### src/rtl/mem_router_pkg.sv
// rtl/mem_router_pkg.sv - shared types and default memory map for mem_region_router
package mem_router_pkg;

    typedef enum logic [1:0] {
        IDLE  = 2'd0,
        ISSUE = 2'd1,
        WAIT  = 2'd2
    } state_e;

    localparam int MAX_REGIONS = 8;

    localparam logic [31:0] TEXT_BASE   = 32'h0040_0000;
    localparam logic [31:0] DATA_BASE   = 32'h1001_0000;
    localparam logic [31:0] DATA_LIMIT  = 32'h1006_FFFC;
    localparam logic [31:0] STACK_BASE  = 32'h7FFE_F000;
    localparam logic [31:0] STACK_LIMIT = 32'h7FFF_EFFC;
    localparam logic [31:0] MMIO_BASE   = 32'hFFFF_0000;
    localparam logic [31:0] MMIO_LIMIT  = 32'hFFFF_0A60;

    function automatic int idx_width(input int n);
        return (n > 1) ? $clog2(n) : 1;
    endfunction

endpackage

### src/rtl/mem_region_router_decoder.sv
// rtl/mem_region_router_decoder.sv - combinational address-window decode with priority select
module region_decoder
    import mem_router_pkg::*;
#(
    parameter int                            N_REGIONS   = 3,
    parameter int                            ADDR_W      = 32,
    parameter int                            OFF_W       = 17,
    parameter logic [N_REGIONS*ADDR_W-1:0]   REGION_BASE  = {MMIO_BASE, STACK_BASE, DATA_BASE},
    parameter logic [N_REGIONS*ADDR_W-1:0]   REGION_LIMIT = {MMIO_LIMIT, STACK_LIMIT, DATA_LIMIT},
    parameter logic [N_REGIONS-1:0]          REGION_DESC  = 3'b010,
    parameter bit                            ALIGN_CHECK  = 1'b1,
    parameter int                            IDX_W        = idx_width(N_REGIONS)
) (
    input  logic [ADDR_W-1:0]    addr,
    output logic [N_REGIONS-1:0] hit,
    output logic [IDX_W-1:0]     idx,
    output logic                 miss,
    output logic                 misaligned,
    output logic [OFF_W-1:0]     offset
);

    logic [ADDR_W-1:0] off_full;
    logic              unused_off;

    always_comb begin
        hit      = '0;
        idx      = '0;
        off_full = '0;
        for (int i = 0; i < N_REGIONS; i++) begin
            hit[i] = (addr >= REGION_BASE[i*ADDR_W +: ADDR_W]) &&
                     (addr <= REGION_LIMIT[i*ADDR_W +: ADDR_W]);
        end
        // Walk downward so the lowest matching index is the last one written.
        for (int i = N_REGIONS - 1; i >= 0; i--) begin
            if (hit[i]) begin
                idx      = IDX_W'(i);
                off_full = REGION_DESC[i] ? (REGION_LIMIT[i*ADDR_W +: ADDR_W] - addr)
                                          : (addr - REGION_BASE[i*ADDR_W +: ADDR_W]);
            end
        end
        miss       = ~|hit;
        misaligned = ALIGN_CHECK && (addr[1:0] != 2'b00);
        offset     = off_full[OFF_W+1:2];
    end

    assign unused_off = ^off_full;

endmodule

### src/rtl/mem_region_router.sv
// rtl/mem_region_router.sv - single-outstanding CPU access router over programmable region windows
module mem_region_router
    import mem_router_pkg::*;
#(
    parameter int                            N_REGIONS    = 3,
    parameter int                            ADDR_W       = 32,
    parameter int                            DATA_W       = 32,
    parameter int                            OFF_W        = 17,
    parameter logic [N_REGIONS*ADDR_W-1:0]   REGION_BASE  = {MMIO_BASE, STACK_BASE, DATA_BASE},
    parameter logic [N_REGIONS*ADDR_W-1:0]   REGION_LIMIT = {MMIO_LIMIT, STACK_LIMIT, DATA_LIMIT},
    parameter logic [N_REGIONS-1:0]          REGION_DESC  = 3'b010,
    parameter logic [N_REGIONS*4-1:0]        REGION_LAT   = {4'd1, 4'd1, 4'd1},
    parameter bit                            ALIGN_CHECK  = 1'b1
) (
    input  logic                          clk,
    input  logic                          rst_n,
    input  logic                          req_valid,
    output logic                          req_ready,
    input  logic [ADDR_W-1:0]             req_addr,
    input  logic                          req_wen,
    input  logic [DATA_W-1:0]             req_wdata,
    output logic                          rsp_valid,
    output logic [DATA_W-1:0]             rsp_rdata,
    output logic                          rsp_err,
    output logic [N_REGIONS-1:0]          reg_sel,
    output logic [N_REGIONS-1:0]          reg_wen,
    output logic [OFF_W-1:0]              reg_addr,
    output logic [DATA_W-1:0]             reg_wdata,
    input  logic [N_REGIONS*DATA_W-1:0]   reg_rdata,
    input  logic                          fault_clr,
    output logic                          fault_sticky,
    output logic [ADDR_W-1:0]             fault_addr
);

    localparam int IDX_W = idx_width(N_REGIONS);

    if (N_REGIONS < 1 || N_REGIONS > MAX_REGIONS) begin : g_bad_count
        $error("mem_region_router: N_REGIONS out of range");
    end
    for (genvar g = 0; g < N_REGIONS; g++) begin : g_map_chk
        if ((64'(REGION_LIMIT[g*ADDR_W +: ADDR_W] - REGION_BASE[g*ADDR_W +: ADDR_W]) >> 2)
                >= (64'(1) << OFF_W)) begin : g_bad_span
            $error("mem_region_router: region window too large for OFF_W");
        end
        if (REGION_LAT[g*4 +: 4] == 4'd0) begin : g_bad_lat
            $error("mem_region_router: region latency must be non-zero");
        end
    end

    state_e                 state_q, state_d;
    logic [IDX_W-1:0]       idx_q, idx_d;
    logic                   wen_q, wen_d;
    logic [3:0]             cnt_q, cnt_d;
    logic [N_REGIONS-1:0]   reg_sel_q, reg_sel_d;
    logic [N_REGIONS-1:0]   reg_wen_q, reg_wen_d;
    logic [OFF_W-1:0]       reg_addr_q, reg_addr_d;
    logic [DATA_W-1:0]      reg_wdata_q, reg_wdata_d;
    logic                   rsp_valid_q, rsp_valid_d;
    logic                   rsp_err_q, rsp_err_d;
    logic [DATA_W-1:0]      rsp_rdata_q, rsp_rdata_d;
    logic                   fault_sticky_q, fault_sticky_d;
    logic [ADDR_W-1:0]      fault_addr_q, fault_addr_d;

    logic [N_REGIONS-1:0]   dec_hit;
    logic [IDX_W-1:0]       dec_idx;
    logic                   dec_miss, dec_misaligned;
    logic [OFF_W-1:0]       dec_offset;
    logic [N_REGIONS-1:0]   dec_onehot;
    logic [3:0]             dec_lat;
    logic [DATA_W-1:0]      sel_rdata;
    logic                   unused_hit;

    region_decoder #(
        .N_REGIONS    (N_REGIONS),
        .ADDR_W       (ADDR_W),
        .OFF_W        (OFF_W),
        .REGION_BASE  (REGION_BASE),
        .REGION_LIMIT (REGION_LIMIT),
        .REGION_DESC  (REGION_DESC),
        .ALIGN_CHECK  (ALIGN_CHECK),
        .IDX_W        (IDX_W)
    ) u_decoder (
        .addr       (req_addr),
        .hit        (dec_hit),
        .idx        (dec_idx),
        .miss       (dec_miss),
        .misaligned (dec_misaligned),
        .offset     (dec_offset)
    );

    assign unused_hit = ^dec_hit;
    assign req_ready  = (state_q == IDLE) && rst_n;

    always_comb begin
        dec_onehot = '0;
        dec_lat    = 4'd0;
        sel_rdata  = '0;
        for (int i = 0; i < N_REGIONS; i++) begin
            if (dec_idx == IDX_W'(i)) begin
                dec_onehot[i] = 1'b1;
                dec_lat       = REGION_LAT[i*4 +: 4];
            end
            if (idx_q == IDX_W'(i)) begin
                sel_rdata = reg_rdata[i*DATA_W +: DATA_W];
            end
        end
    end

    always_comb begin
        state_d        = state_q;
        idx_d          = idx_q;
        wen_d          = wen_q;
        cnt_d          = cnt_q;
        reg_sel_d      = '0;
        reg_wen_d      = '0;
        reg_addr_d     = reg_addr_q;
        reg_wdata_d    = reg_wdata_q;
        rsp_valid_d    = 1'b0;
        rsp_err_d      = 1'b0;
        rsp_rdata_d    = '0;
        fault_sticky_d = fault_clr ? 1'b0 : fault_sticky_q;
        fault_addr_d   = fault_addr_q;
        unique case (state_q)
            IDLE: begin
                if (req_valid) begin
                    if (dec_miss || dec_misaligned) begin
                        rsp_valid_d    = 1'b1;
                        rsp_err_d      = 1'b1;
                        fault_sticky_d = 1'b1;
                        // A clear in the same cycle lets this fault become the logged one.
                        if (!fault_sticky_q || fault_clr) begin
                            fault_addr_d = req_addr;
                        end
                    end else begin
                        state_d     = ISSUE;
                        idx_d       = dec_idx;
                        wen_d       = req_wen;
                        cnt_d       = dec_lat;
                        reg_sel_d   = dec_onehot;
                        reg_wen_d   = req_wen ? dec_onehot : '0;
                        reg_addr_d  = dec_offset;
                        reg_wdata_d = req_wdata;
                    end
                end
            end
            ISSUE: begin
                if (wen_q) begin
                    state_d     = IDLE;
                    rsp_valid_d = 1'b1;
                end else begin
                    state_d = WAIT;
                end
            end
            WAIT: begin
                if (cnt_q == 4'd1) begin
                    state_d     = IDLE;
                    rsp_valid_d = 1'b1;
                    rsp_rdata_d = sel_rdata;
                end else begin
                    cnt_d = cnt_q - 4'd1;
                end
            end
            default: state_d = IDLE;
        endcase
    end

    always_ff @(posedge clk) begin
        if (!rst_n) begin
            state_q        <= IDLE;
            idx_q          <= '0;
            wen_q          <= 1'b0;
            cnt_q          <= 4'd0;
            reg_sel_q      <= '0;
            reg_wen_q      <= '0;
            reg_addr_q     <= '0;
            reg_wdata_q    <= '0;
            rsp_valid_q    <= 1'b0;
            rsp_err_q      <= 1'b0;
            rsp_rdata_q    <= '0;
            fault_sticky_q <= 1'b0;
            fault_addr_q   <= '0;
        end else begin
            state_q        <= state_d;
            idx_q          <= idx_d;
            wen_q          <= wen_d;
            cnt_q          <= cnt_d;
            reg_sel_q      <= reg_sel_d;
            reg_wen_q      <= reg_wen_d;
            reg_addr_q     <= reg_addr_d;
            reg_wdata_q    <= reg_wdata_d;
            rsp_valid_q    <= rsp_valid_d;
            rsp_err_q      <= rsp_err_d;
            rsp_rdata_q    <= rsp_rdata_d;
            fault_sticky_q <= fault_sticky_d;
            fault_addr_q   <= fault_addr_d;
        end
    end

    assign reg_sel      = reg_sel_q;
    assign reg_wen      = reg_wen_q;
    assign reg_addr     = reg_addr_q;
    assign reg_wdata    = reg_wdata_q;
    assign rsp_valid    = rsp_valid_q;
    assign rsp_err      = rsp_err_q;
    assign rsp_rdata    = rsp_rdata_q;
    assign fault_sticky = fault_sticky_q;
    assign fault_addr   = fault_addr_q;

endmodule

### config.mk
export PLATFORM = sky130hd
export DESIGN_NAME = mem_region_router
export DESIGN_NICKNAME = d
export VERILOG_FILES = /design/src/rtl/mem_router_pkg.sv /design/src/rtl/mem_region_router_decoder.sv /design/src/rtl/mem_region_router.sv
export SDC_FILE = /design/constraint.sdc
export NUM_CORES = 1
export LEC_CHECK = 0
export ABC_AREA = 1
export CAP_MARGIN = 30
export CORE_ASPECT_RATIO = 0.75
export CORE_MARGIN = 5
export CORE_UTILIZATION = 30
export DETAILED_ROUTE_END_ITERATION = 12
export PLACE_DENSITY = 0.63
export SYNTH_ARGS = -nofsm -noshare
export SYNTH_HDL_FRONTEND = slang
export SYNTH_SLANG_ARGS = --single-unit
### constraint.sdc
create_clock -name clk -period 5.84 [get_ports clk]
set_clock_uncertainty 0.2 [all_clocks]
set_input_delay 0.584 -clock clk [delete_from_list [all_inputs] [get_ports clk]]
set_output_delay 0.584 -clock clk [all_outputs]
set_load 0.05 [all_outputs]
==> flow_metrics.py <==
metrics = {
    "power": {
        "power_mw": 2.44,
        "power_density_nw_per_um2": 244,
        "peakVddDrop_mv": 0.157,
        "p_leak_nw": 4.66,
    },
    "clocking": {
        "ctsResizeCount": 0,
        "clockRootBuffer": "clkbuf_16",
        "clkLatencyLatePin_ns": 0.42,
        "hold_buffers": 0,
        "clock-sinks": 131,
        "clkSlewWorstSetupHoldPaths_ns": 0.06,
        "cts-htree-levels": 4,
        "cts-buffers-inserted": 17,
        "post-cts-setup-buffers": 0,
        "cts_tree": "yes",
        "clk_path_buf_depth": 2,
    },
    "timing": {
        "drv_slew": 0,
        "rsz0062_at_grt": "no",
        "setup_viol": 0,
        "min_period_over_period": 0.605,
        "clock.fmax_ghz": 0.283,
        "hold_viol_final": 0,
        "final.setup.tns_ns": 0,
        "max_slew_margin": 0.397,
        "tightest_slew_ns": 0.905,
        "period_needed_ns": 3.53,
        "setup_slack_ns": 2.31,
    },
    "finish": {
        "fin_nets": 1417,
        "fin_util": 0.491,
        "antenna_cells": 0,
        "fin_cells": 1540,
        "layout-drive-gt1-share": 0.0461,
        "area_growth_pct": 59.7,
    },
    "route": {
        "drt_pass1_iterations": 6,
        "routed_wl_um": 22200,
        "dr_wl_met3_um": 1660,
        "wl_per_cell_um": 14.4,
        "via_count": 6738,
        "drc_errors": 0,
        "top_layer": "met4",
        "wl_met1_um": 10400,
        "wl_met2_um": 9900,
        "first_iter_violations": 443,
        "antenna_left": 0,
        "viasPerCell": 4.38,
    },
    "die": {
        "start_util": 0.307,
        "rows": 45,
        "io_pins": 288,
        "die_y_um": 135,
        "core_um2": 20400,
        "dieArea_um2": 23900,
        "die_w_um": 177,
    },
    "global_route": {
        "grt_first_pass_wirelength_um": 34200,
        "grt_pass1_vias": 6188,
        "overflow": 0,
        "gr-usage-all-layers": 0.180,
        "antenna_found_initial": 0,
        "grt_max_degree": 65,
    },
    "critical_path": {
        "crit_type": "in -> out",
        "crit_chain": "clkdlybuf4s50_1, buf_4, inv_1, nor2_1, clkdlybuf4s50_1",
        "crit_required_ns": 5.06,
        "cp.arrival_ns": 2.75,
        "cp_slowest_cell": "clkdlybuf4s50_1",
        "end_kind": "output pin",
        "start_kind": "input pin",
        "cp_common_cell": "clkdlybuf4s50_1",
        "critPathMaxFanout": 38,
        "max_stage_delay_ns": 0.86,
    },
    "logic_synthesis": {
        "synthesis.nets": 1146,
        "ys_seq_elements": 131,
        "synth-async-reset-ratio": 0,
        "ys_seq_area_frac": 0.419,
        "ys_warn_count": 0,
        "ys_types": 29,
        "synth_edf_count": 0,
        "synth_cells": 974,
        "synthFlopType": "dfxtp_1",
        "synth.avg_cell_area_um2": 6.43,
        "netlist_area_um2": 6260,
    },
    "place": {
        "post-place-ws_ns": 2.03,
        "dpl.hpwl_um": 16900,
        "place.gp.congestion": 0.902,
        "dp_cells": 1508,
        "portBuffers": 287,
    },
    "run_status": {
        "status": "completed",
    },
    "worst_hold_path": {
        "hold_class": "reg -> reg",
    },
    "flow_run": {
        "cap_violations": 0,
    },
}
## power breakdown
part,internal (mW),switching [mW]
Clock,0.719,0.433
Sequential,0.916,0.0107
Combinational,0.167,0.195
## worst paths after layout
| path | start | end | slack, ns | cells past startpoint |
|---|---|---|---|---|
| max | rst_n | req_ready | 2.31 | 5 |
| min | reg_wdata[31] | reg_wdata[31] | 0.24 | 2 |
| max reg2reg | idx_q[1] | rsp_rdata[5] | 3.40 | 5 |
| min reg2reg | reg_wdata[31] | reg_wdata[31] | 0.24 | 2 |
## registers in the layout, indices dropped and copies added (netlist names)
name / flops
cnt_q: 4
fault_addr: 32
fault_sticky: 1
idx_q: 2
reg_addr: 17
reg_sel: 3
reg_wdata: 32
reg_wen: 3
rsp_err: 1
rsp_rdata: 32
rsp_valid: 1
state_q: 2
wen_q: 1
## worst max-delay path, delay by kind of cell
kind                   cells  cell delay [ns]
buffers and inverters      4             1.96
AND/OR/NAND/NOR            1             0.19
## layer usage
metal  vias to the layer above  track usage
met5                         -            0
met4                         0       0.0464
met3                        15       0.0476
met2                       221        0.275
met1                      2974        0.251
li1                       3528            -
## cell families after synthesis
family / count (synthesis) / share of synthesized area
simple gates: 586 / 0.390
xor+xnor: 3 / 0.00420
flops: 131 / 0.419
buf+inv: 178 / 0.116
compound gates: 69 / 0.0568
fa+ha+maj: 7 / 0.0140
## layout by cell type (no fill, tap or decap)
master / n
nor2_2: 7
buf_4: 4
nor2_1: 119
inv_6: 1
xor2_1: 3
clkinvlp_4: 3
and2_1: 1
nand3_1: 101
inv_8: 1
o21ai_1: 3
nand2_2: 2
a31oi_1: 2
clkdlybuf4s50_1: 287
nand3_4: 2
buf_16: 2
nand4_1: 12
bufinv_16: 4
or4_1: 1
a21oi_1: 11
nand3_2: 2
dfxtp_1: 131
inv_2: 5
o21ai_0: 50
clkbuf_16: 17
o211ai_1: 2
clkinv_2: 2
nand2_1: 330
clkinv_4: 4
nor2_4: 1
inv_1: 132
a21boi_0: 1
nand2_4: 1
ha_1: 7
nor3_1: 7
## stage by stage
step	hold WS (ns)	cell area (um2)
2_1_floorplan	0.255	6260
3_3_place_gp	0.227	9310
3_5_place_dp	0.233	9370
4_1_cts	0.247	10000
5_1_grt	0.260	10000
6_report	0.244	10000
## cell type report
type | instances | area [um2]
clock buffers | 17 | 425
clock inverters | 15 | 208
fillers | 2078 | 10400
inverters | 137 | 514
multi-input cells | 665 | 2920
flip-flops and latches | 131 | 2620
well taps | 282 | 353
repair buffers | 293 | 2960
## Yosys cell counts, types with 2 or more instances
| cell | number | area (um2) |
|---|---|---|
| a21oi_1 | 11 | 55.1 |
| a31oi_1 | 2 | 12.5 |
| buf_1 | 3 | 11.3 |
| buf_2 | 9 | 45.0 |
| buf_4 | 6 | 45.0 |
| buf_6 | 3 | 33.8 |
| clkbuf_1 | 20 | 75.1 |
| dfxtp_1 | 131 | 2620 |
| ha_1 | 7 | 87.6 |
| inv_1 | 132 | 495 |
| inv_2 | 5 | 18.8 |
| nand2_1 | 330 | 1240 |
| nand2_2 | 2 | 12.5 |
| nand3_1 | 101 | 505 |
| nand3_2 | 2 | 20.0 |
| nand3_4 | 2 | 35.0 |
| nand4_1 | 12 | 75.1 |
| nor2_1 | 121 | 454 |
| nor2_2 | 5 | 31.3 |
| nor3_1 | 7 | 35.0 |
| o211ai_1 | 2 | 15.0 |
| o21ai_0 | 50 | 250 |
| o21ai_1 | 3 | 15.0 |
| xor2_1 | 3 | 26.3 |
Note: power is estimated with default switching activity, not from simulation.
